--- src/rtl/whack_pkg.sv ---
// whack_pkg: shared definitions for the whack-a-mole controller.
//   - FSM state encoding for mole_scheduler
//   - field widths of the random box/delay/colour triple
//   - max_int helper used to size the mole timer
package whack_pkg;

  localparam int BOX_W     = 3;
  localparam int DELAY_W   = 2;
  localparam int COLOUR_W  = 3;
  localparam int NUM_BOXES = 8;

  typedef enum logic [1:0] {
    ST_IDLE = 2'd0,
    ST_REQ  = 2'd1,
    ST_WAIT = 2'd2,
    ST_SHOW = 2'd3
  } state_e;

  function automatic int max_int(input int a, input int b);
    return (a > b) ? a : b;
  endfunction

endpackage

--- src/rtl/mole_timer.sv ---
// mole_timer: loadable down-counter advanced by a tick strobe.
// Ports:
//   clk, reset_n  - clock, async active-low reset
//   iLoad/iValue  - load the counter (load wins over a tick)
//   iTick         - decrement strobe; the count holds at zero
//   oZeroNext     - high on the tick that takes the count from 1 to 0
module mole_timer #(
  parameter int W = 8
) (
  input  logic         clk,
  input  logic         reset_n,
  input  logic         iLoad,
  input  logic [W-1:0] iValue,
  input  logic         iTick,
  output logic         oZeroNext
);

  logic [W-1:0] cnt_q, cnt_d;

  always_comb begin
    cnt_d = cnt_q;
    if (iLoad) begin
      cnt_d = iValue;
    end else if (iTick && (cnt_q != '0)) begin
      cnt_d = cnt_q - W'(1);
    end
  end

  always_ff @(posedge clk or negedge reset_n) begin
    if (!reset_n) begin
      cnt_q <= '0;
    end else begin
      cnt_q <= cnt_d;
    end
  end

  // Independent of iLoad so the scheduler can use it to decide a reload.
  assign oZeroNext = iTick && (cnt_q == W'(1));

endmodule

--- src/rtl/mole_scheduler.sv ---
// mole_scheduler: runs one mole life cycle per random triple.
//   state | meaning
//   IDLE  | game stopped, nothing shown
//   REQ   | oRandEnb high, waiting for a valid random triple
//   WAIT  | random pre-show delay counting down on iTick
//   SHOW  | mole visible until its button is hit or UP_TICKS expire
// Ports:
//   clk, reset_n                 - clock, async active-low reset
//   iRun, iTick                  - game enable, timebase strobe
//   iRandValid/iBox/iDelay/iColour - random generator triple
//   iHit                         - debounced button pulses, one per box
//   oRandEnb                     - request to the random generator
//   oMoleValid/oMoleBox/oMoleColour - current mole to display
//   oHitPulse/oMissPulse         - one-cycle scoring strobes
//   oScore/oMisses               - saturating hit and miss counts
module mole_scheduler
  import whack_pkg::*;
#(
  parameter int DELAY_UNIT = 250,
  parameter int UP_TICKS   = 750,
  parameter int SCORE_W    = 8
) (
  input  logic                clk,
  input  logic                reset_n,
  input  logic                iRun,
  input  logic                iTick,
  input  logic                iRandValid,
  input  logic [BOX_W-1:0]    iBox,
  input  logic [DELAY_W-1:0]  iDelay,
  input  logic [COLOUR_W-1:0] iColour,
  input  logic [NUM_BOXES-1:0] iHit,
  output logic                oRandEnb,
  output logic                oMoleValid,
  output logic [BOX_W-1:0]    oMoleBox,
  output logic [COLOUR_W-1:0] oMoleColour,
  output logic                oHitPulse,
  output logic                oMissPulse,
  output logic [SCORE_W-1:0]  oScore,
  output logic [SCORE_W-1:0]  oMisses
);

  localparam int TIMER_W = $clog2(max_int(4 * DELAY_UNIT, UP_TICKS) + 1);

  state_e              state_q;
  logic                rand_enb_q, mole_valid_q, hit_pulse_q, miss_pulse_q;
  logic [BOX_W-1:0]    box_q;
  logic [COLOUR_W-1:0] colour_q;
  logic [SCORE_W-1:0]  score_q, misses_q;

  logic               tick_en, zero_next, timer_load, hit;
  logic [TIMER_W-1:0] timer_value, delay_ticks;

  assign delay_ticks = TIMER_W'((int'(iDelay) + 1) * DELAY_UNIT);
  assign tick_en     = iTick && ((state_q == ST_WAIT) || (state_q == ST_SHOW));
  assign hit         = iHit[box_q];

  always_comb begin
    timer_load  = 1'b0;
    timer_value = delay_ticks;
    if (iRun) begin
      if ((state_q == ST_REQ) && iRandValid) begin
        timer_load = 1'b1;
      end else if ((state_q == ST_WAIT) && zero_next) begin
        timer_load  = 1'b1;
        timer_value = TIMER_W'(UP_TICKS);
      end
    end
  end

  mole_timer #(.W(TIMER_W)) u_timer (
    .clk       (clk),
    .reset_n   (reset_n),
    .iLoad     (timer_load),
    .iValue    (timer_value),
    .iTick     (tick_en),
    .oZeroNext (zero_next)
  );

  always_ff @(posedge clk or negedge reset_n) begin
    if (!reset_n) begin
      state_q      <= ST_IDLE;
      rand_enb_q   <= 1'b0;
      mole_valid_q <= 1'b0;
      hit_pulse_q  <= 1'b0;
      miss_pulse_q <= 1'b0;
      box_q        <= '0;
      colour_q     <= '0;
      score_q      <= '0;
      misses_q     <= '0;
    end else begin
      hit_pulse_q  <= 1'b0;
      miss_pulse_q <= 1'b0;
      if (!iRun) begin
        state_q      <= ST_IDLE;
        rand_enb_q   <= 1'b0;
        mole_valid_q <= 1'b0;
      end else begin
        case (state_q)
          ST_IDLE: begin
            state_q    <= ST_REQ;
            rand_enb_q <= 1'b1;
          end
          ST_REQ: begin
            if (iRandValid) begin
              box_q      <= iBox;
              colour_q   <= iColour;
              rand_enb_q <= 1'b0;
              state_q    <= ST_WAIT;
            end
          end
          ST_WAIT: begin
            if (zero_next) begin
              mole_valid_q <= 1'b1;
              state_q      <= ST_SHOW;
            end
          end
          ST_SHOW: begin
            // A hit takes priority over a timeout landing in the same cycle.
            if (hit) begin
              hit_pulse_q  <= 1'b1;
              mole_valid_q <= 1'b0;
              rand_enb_q   <= 1'b1;
              state_q      <= ST_REQ;
              if (score_q != '1) score_q <= score_q + SCORE_W'(1);
            end else if (zero_next) begin
              miss_pulse_q <= 1'b1;
              mole_valid_q <= 1'b0;
              rand_enb_q   <= 1'b1;
              state_q      <= ST_REQ;
              if (misses_q != '1) misses_q <= misses_q + SCORE_W'(1);
            end
          end
          default: state_q <= ST_IDLE;
        endcase
      end
    end
  end

  assign oRandEnb    = rand_enb_q;
  assign oMoleValid  = mole_valid_q;
  assign oMoleBox    = box_q;
  assign oMoleColour = colour_q;
  assign oHitPulse   = hit_pulse_q;
  assign oMissPulse  = miss_pulse_q;
  assign oScore      = score_q;
  assign oMisses     = misses_q;

endmodule

--- config.mk ---
export PLATFORM = sky130hd
export DESIGN_NAME = mole_scheduler
export DESIGN_NICKNAME = d
export VERILOG_FILES = /design/src/rtl/whack_pkg.sv /design/src/rtl/mole_timer.sv /design/src/rtl/mole_scheduler.sv
export SDC_FILE = /design/constraint.sdc
export NUM_CORES = 1
export LEC_CHECK = 0
export ABC_CLOCK_PERIOD_IN_PS = 3600
export CORE_MARGIN = 1
export CORE_UTILIZATION = 57
export CTS_BUF_LIST = sky130_fd_sc_hd__clkbuf_2 sky130_fd_sc_hd__clkbuf_4 sky130_fd_sc_hd__clkbuf_8
export DETAILED_ROUTE_END_ITERATION = 8
export HOLD_SLACK_MARGIN = 0.02
export PLACE_DENSITY = 0.87
export SYNTH_ARGS = -nofsm -noshare
export SYNTH_HDL_FRONTEND = slang
export SYNTH_SLANG_ARGS = --single-unit
--- constraint.sdc ---
create_clock -name clk -period 3.6 [get_ports clk]
set_clock_uncertainty 0.2 [all_clocks]
set_input_delay 0.54 -clock clk [delete_from_list [all_inputs] [get_ports clk]]
set_output_delay 0.54 -clock clk [all_outputs]
set_load 0.01 [all_outputs]
==> results.json, run 1 <==
{
  "place_congestion": 0.854,
  "finalSetupViolations": 0,
  "worstPathCellList": "clkdlybuf4s50_1 -> inv_1 -> ha_1 -> xnor2_1 -> ha_1 -> inv_1 -> fa_1 -> xnor2_1 -> xnor2_1 -> nor2_1 -> a2bb2oi_1 -> o22a_1",
  "num_io_pins": 47,
  "grt_pass1_vias": 1907,
  "crit_fanout": 5,
  "fp-row-count": 22,
  "grt_max_degree": 39,
  "finalHoldViolations": 0,
  "clk_path_buf_depth": 2,
  "yosysUniqueCellTypes": 46,
  "hold_path.class": "in -> async",
  "die_area_um2": 4280,
  "cts.sinks": 38,
  "core_um2": 3770,
  "layout.nets": 321,
  "cpMaxStageDelayCell": "clkdlybuf4s50_1",
  "cts_buffers": 5,
  "antenna_found_initial": 0,
  "crit_type": "in -> reg",
  "final_cell_mix": "clkdlybuf4s50_1, dfrtp_1, nand2_1",
  "ys_warn_count": 0,
  "report.final.slew_viol_count": 0,
  "ys_seq_elements": 38,
  "route.detailed.wl_per_inst_um": 14.9,
  "grt_overflow": 0,
  "ys_async_sr_fraction": 1.00,
  "vdd_drop_max_uv": 342,
  "crit_path_frequent_cell": "xnor2_1",
  "period_needed_ps": 3040,
  "drt_iter0_markers": 151,
  "via_per_inst": 5.82,
  "grtUsageTotal": 0.256,
  "relSlewSlack": 0.429,
  "clock_latency_ps": 290,
  "grt_pass1_wl_mm": 8.41,
  "synthToLayoutAreaGrowth_pct": 26.8,
  "syn-num-nets": 268,
  "die_w_um": 65.4,
  "synthCells": 229,
  "cts_hold_buf": 0,
  "cp-start-kind": "input port",
  "drtPass1Iterations": 4,
  "n_antenna_cell": 0,
  "min_period_over_period": 0.844,
  "r2r_slack_ps": 900,
  "max_slew.worst_pin.slew_ps": 856,
  "post_cts_buffers": 0,
  "drc": 0,
  "final_common_cell": "clkdlybuf4s50_1",
  "netlist_area_um2": 2290,
  "setup_tns_ps": 0,
  "drive_gt1_frac": 0.0989,
  "cts_tree": "done",
  "die_h_um": 65.4,
  "ant_nets": 0,
  "synth_ff_type": "dfrtp_1",
  "r2r-end": "u_timer.cnt_q[8]",
  "ctsResizeCount": 0,
  "num_vias": 1928,
  "max_stage_delay_ps": 560,
  "start_util": 0.608,
  "r2r_cells": 5,
  "seq_area_frac_synth": 0.415,
  "p_leak_nw": 1.24,
  "fmax_mhz": 329,
  "power.density_nw_per_um2": 545,
  "wl_mm": 4.92,
  "r2r_start": "u_timer.cnt_q[6]",
  "place_area_um2": 2810,
  "htreeDepth": 2,
  "rsz0062_at_grt": "no",
  "final_area_um2": 2910,
  "dp_hpwl_mm": 3.62,
  "synth_edf_count": 0,
  "postSynthAreaPerCell_um2": 10.0,
  "cts_root_buf": "clkbuf_8",
  "cap_violations": 0,
  "status": "complete, no violations",
  "crit_path_end_kind": "register",
  "arrival_ps": 3020,
  "portBuffers": 46,
  "worstPathRequired_ps": 3580,
  "fill_cells": 285,
  "path_clk_slew_ps": 70
}
==> logic make-up (layout without fill, tap and decap cells) <==
kind of cell | after synthesis | in the layout | share of synthesized area
fa+ha+maj | 18 | 18 | 0.105
compound gates | 32 | 32 | 0.104
mux | 10 | 10 | 0.0535
buf+inv | 16 | 70 | 0.0295
xor+xnor | 21 | 21 | 0.0802
flops | 38 | 38 | 0.415
simple gates | 94 | 94 | 0.213
==> layer usage <==
| metal | share of wire | GRT usage |
|---|---|---|
| met1 | 0.42 | 0.314 |
| met2 | 0.51 | 0.443 |
| met3 | 0.049 | 0.0486 |
| met4 | 0.017 | 0.0978 |
| met5 | 0 | 0 |
==> layout make-up <==
cell class	instances	area, µm²	share of cell area
clock inverters	1	5.00	0.00172
clock buffers	7	90.1	0.0310
multi-input cells	175	1270	0.438
inverters	13	48.8	0.0168
flip-flops and latches	38	951	0.327
well taps	48	60.1	0.0207
repair buffers	49	478	0.164
==> synthesized netlist by cell type, drive strengths merged, types with 2 or more instances <==
cell type,number,area (µm²)
xor2,7,61.3
nand2,34,128
nor3,7,35.0
a31oi,3,18.8
inv,12,45.0
o21ai,3,15.0
or4,2,15.0
a22oi,2,15.0
clkbuf,2,7.51
and4,4,35.0
mux2,8,90.1
fa,2,40.0
dfrtp,38,951
ha,16,200
o2bb2ai,2,17.5
a2bb2oi,3,26.3
nand3,10,50.1
xnor2,14,123
a21oi,8,40.0
nor2,18,67.6
nor2b,2,12.5
nand4,2,18.8
or2,3,18.8
nor4,8,65.1
==> worst max-delay path by stage <==
stage | slack [ps] | end | depth (start not counted) | from
2_1_floorplan | 950 | u_timer.cnt_q[8] | 11 | iDelay[0]
3_3_place_gp | 350 | u_timer.cnt_q[8] | 12 | iDelay[1]
3_5_place_dp | 270 | u_timer.cnt_q[8] | 12 | iDelay[1]
4_1_cts | 570 | u_timer.cnt_q[8] | 12 | iDelay[1]
5_1_grt | 450 | u_timer.cnt_q[8] | 12 | iDelay[1]
6_report | 560 | u_timer.cnt_q[8] | 12 | iDelay[1]
==> per-stage QoR <==
step           worst slack, ps  total power [mW]  hold slack [ps]  instances  utilization
3_3_place_gp               354              1.25              262        323        0.746
5_1_grt                    449              1.69              218        331        0.771
4_1_cts                    568              1.59              172        331        0.771
3_5_place_dp               270              1.28              267        323        0.746
6_report                   561              1.58              160        331        0.771
2_1_floorplan              948              1.04             44.4        229            -
==> state kept, by name (all words and copies together) (netlist names) <==
signal and flops:
oMissPulse 1, oMoleBox 3, oMoleColour 3, oMoleValid 1, oScore 8, oMisses 8
oHitPulse 1, u_timer.cnt_q 10, state_q 2, oRandEnb 1
==> report_power, final <==
part | internal [mW] | switching (mW) | leakage [nW]
combinational | 0.307 | 0.310 | 0.705
clock | 0.162 | 0.141 | 0.0517
sequential | 0.538 | 0.126 | 0.485
==> critical path, delay by kind of cell <==
family                     cells  cell delay [ps]
AOI/OAI and AO/OA              2              370
adders and majority gates      3              840
and+or+nand+nor                1               70
buffers and inverters          3              720
xor gates and xnor gates       3              480
Note: power is estimated with default switching activity, not from simulation.
==> run 2: changes to the inputs <==
ABC_CLOCK_PERIOD_IN_PS = 2600   (was 3600)
CORE_UTILIZATION = 48   (was 57)
PLACE_DENSITY = 0.78   (was 0.87)
clock period = 2.6 ns   (was 3.6 ns; I/O delays follow)
==> results.json, run 2 (synthesized netlist as in run 1, its figures left out) <==
{
  "r2r_cells": 4,
  "final_common_cell": "clkdlybuf4s50_1",
  "num_vias": 1928,
  "ant_nets": 0,
  "cp-start-kind": "input port",
  "multiInputGateArea_um2": 1310,
  "relSlewSlack": 0.432,
  "n_antenna_cell": 0,
  "seq_area_um2": 951,
  "violations": "DRC, hold timing",
  "report.final.slew_viol_count": 0,
  "drtPass1Iterations": 6,
  "fill_cells": 345,
  "crit_type": "in -> reg",
  "route.detailed.wl_per_inst_um": 14.4,
  "min_period_over_period": 0.951,
  "power.density_nw_per_um2": 790,
  "post_cts_buffers": 0,
  "r2r_slack_ps": 180,
  "r2r_start": "oMoleBox[0]",
  "via_per_inst": 5.43,
  "p_int_mw": 1.63,
  "cts_hold_buf": 0,
  "die_h_um": 71.1,
  "drt_iter0_markers": 81,
  "hold_ws_ps": -5.01,
  "sw_frac_of_total": 0.344,
  "clock_latency_ps": 300,
  "grt_overflow": 0,
  "hold_path.class": "in -> async",
  "cts.sinks": 38,
  "finalHoldViolations": 13,
  "drive_gt1_frac": 0.188,
  "antenna_found_initial": 0,
  "start_util": 0.512,
  "place_area_um2": 2970,
  "dp.cells": 347,
  "final_area_um2": 3140,
  "worstPathRequired_ps": 2590,
  "finalSetupViolations": 0,
  "period_needed_ps": 2470,
  "pwr-share-comb": 0.385,
  "num_io_pins": 47,
  "cts_tree": "done",
  "status": "complete, but fails checks",
  "portBuffers": 46,
  "r2r-end": "oMisses[1]",
  "cts_root_buf": "clkbuf_8",
  "cts_buffers": 5,
  "dp_hpwl_mm": 3.70,
  "top_register": "u_timer.cnt_q",
  "final_cell_mix": "clkdlybuf4s50_1, dfrtp_1, nand2_1",
  "drc": 2,
  "p_seq_frac": 0.368,
  "clk_path_buf_depth": 2,
  "fmax_mhz": 404,
  "synthToLayoutAreaGrowth_pct": 36.9,
  "htreeDepth": 2,
  "die_w_um": 71.1,
  "final_util": 0.701,
  "grt_pass1_vias": 1856,
  "setup_tns_ps": 0,
  "layout.nets": 341,
  "final_cells": 355,
  "switchingPower_uw": 854,
  "place_congestion": 0.807,
  "path_clk_slew_ps": 80,
  "grtUsageTotal": 0.216,
  "arrival_ps": 2460,
  "grt_max_degree": 39,
  "vdd_drop_max_uv": 578,
  "clkPwrFrac": 0.247,
  "p_leak_nw": 1.37,
  "wl_mm": 5.10,
  "cap_violations": 0,
  "die_area_um2": 5060,
  "fp-row-count": 24,
  "core_um2": 4470,
  "crit_path_end_kind": "register",
  "max_slew.worst_pin.slew_ps": 852,
  "crit_fanout": 6,
  "grt_pass1_wl_mm": 8.45,
  "largest_reg_flops": 10
}
## run 2: cell types whose count changed in the layout (fill, tap and decap cells not counted), moves of 2 or more
cell and change:
clkdlybuf4s50_1 -2, xnor2_2 +2, bufinv_16 +2, ha_1 -2
buf_4 +20, xnor2_1 -2, inv_2 +3, inv_1 -3
## run 2: critical path, stage by stage
cell	delay [ps]
dlygate4sd2_1	230
buf_4	160
ha_1	140
nor2b_2	170
ha_2	210
inv_2	50
fa_2	350
xnor2_2	140
xnor2_1	160
nor2_1	80
a2bb2oi_1	140
o22a_1	230
## run 2: worst max path at each step
stage | start | to | slack [ps] | cells past startpoint
floorplan | iDelay[0] | u_timer.cnt_q[8] | 100 | 11
finish | iDelay[0] | u_timer.cnt_q[8] | 130 | 12
global placement | iDelay[0] | u_timer.cnt_q[8] | -410 | 12
global route | iDelay[0] | u_timer.cnt_q[8] | -9 | 12
CTS | iDelay[0] | u_timer.cnt_q[8] | 50 | 12
detailed placement | iDelay[0] | u_timer.cnt_q[8] | -520 | 12
## run 2: routing by layer
metal / GRT usage / wire [µm]
met1: 0.276 / 2270
met2: 0.354 / 2520
met3: 0.0385 / 180
met4: 0.109 / 133
met5: 0 / 0
## run 2: final cells by class
cell class | instances | share of cell area
tap | 52 | 0.0207
multi-input combinational | 175 | 0.417
sequential | 38 | 0.303
timing repair buffer | 69 | 0.200
inverter | 13 | 0.0156
clock buffer | 5 | 0.0219
clock inverter | 3 | 0.0219
## run 2: repair_timing
| item | in CTS | in global routing |
|---|---|---|
| endpoints found under the setup margin | 1 | 1 |
| resized for setup | 9 | 3 |
| pin swaps | 7 | 7 |
## run 2: metrics by stage
step	total power, mW	setup WS [ps]
4_1_cts	2.48	52.2
3_5_place_dp	1.85	-521
3_3_place_gp	1.82	-412
2_1_floorplan	1.44	97.6
5_1_grt	2.63	-9.29
6_report	2.48	128
## run 2: power groups by stage
stage	Combinational, mW	Clock (mW)	Sequential (mW)
floorplan	0.516	0	0.920
global placement	0.912	0	0.913
detailed placement	0.937	0	0.918
CTS	0.953	0.616	0.911
global route	1.05	0.640	0.937
finish	0.955	0.612	0.913
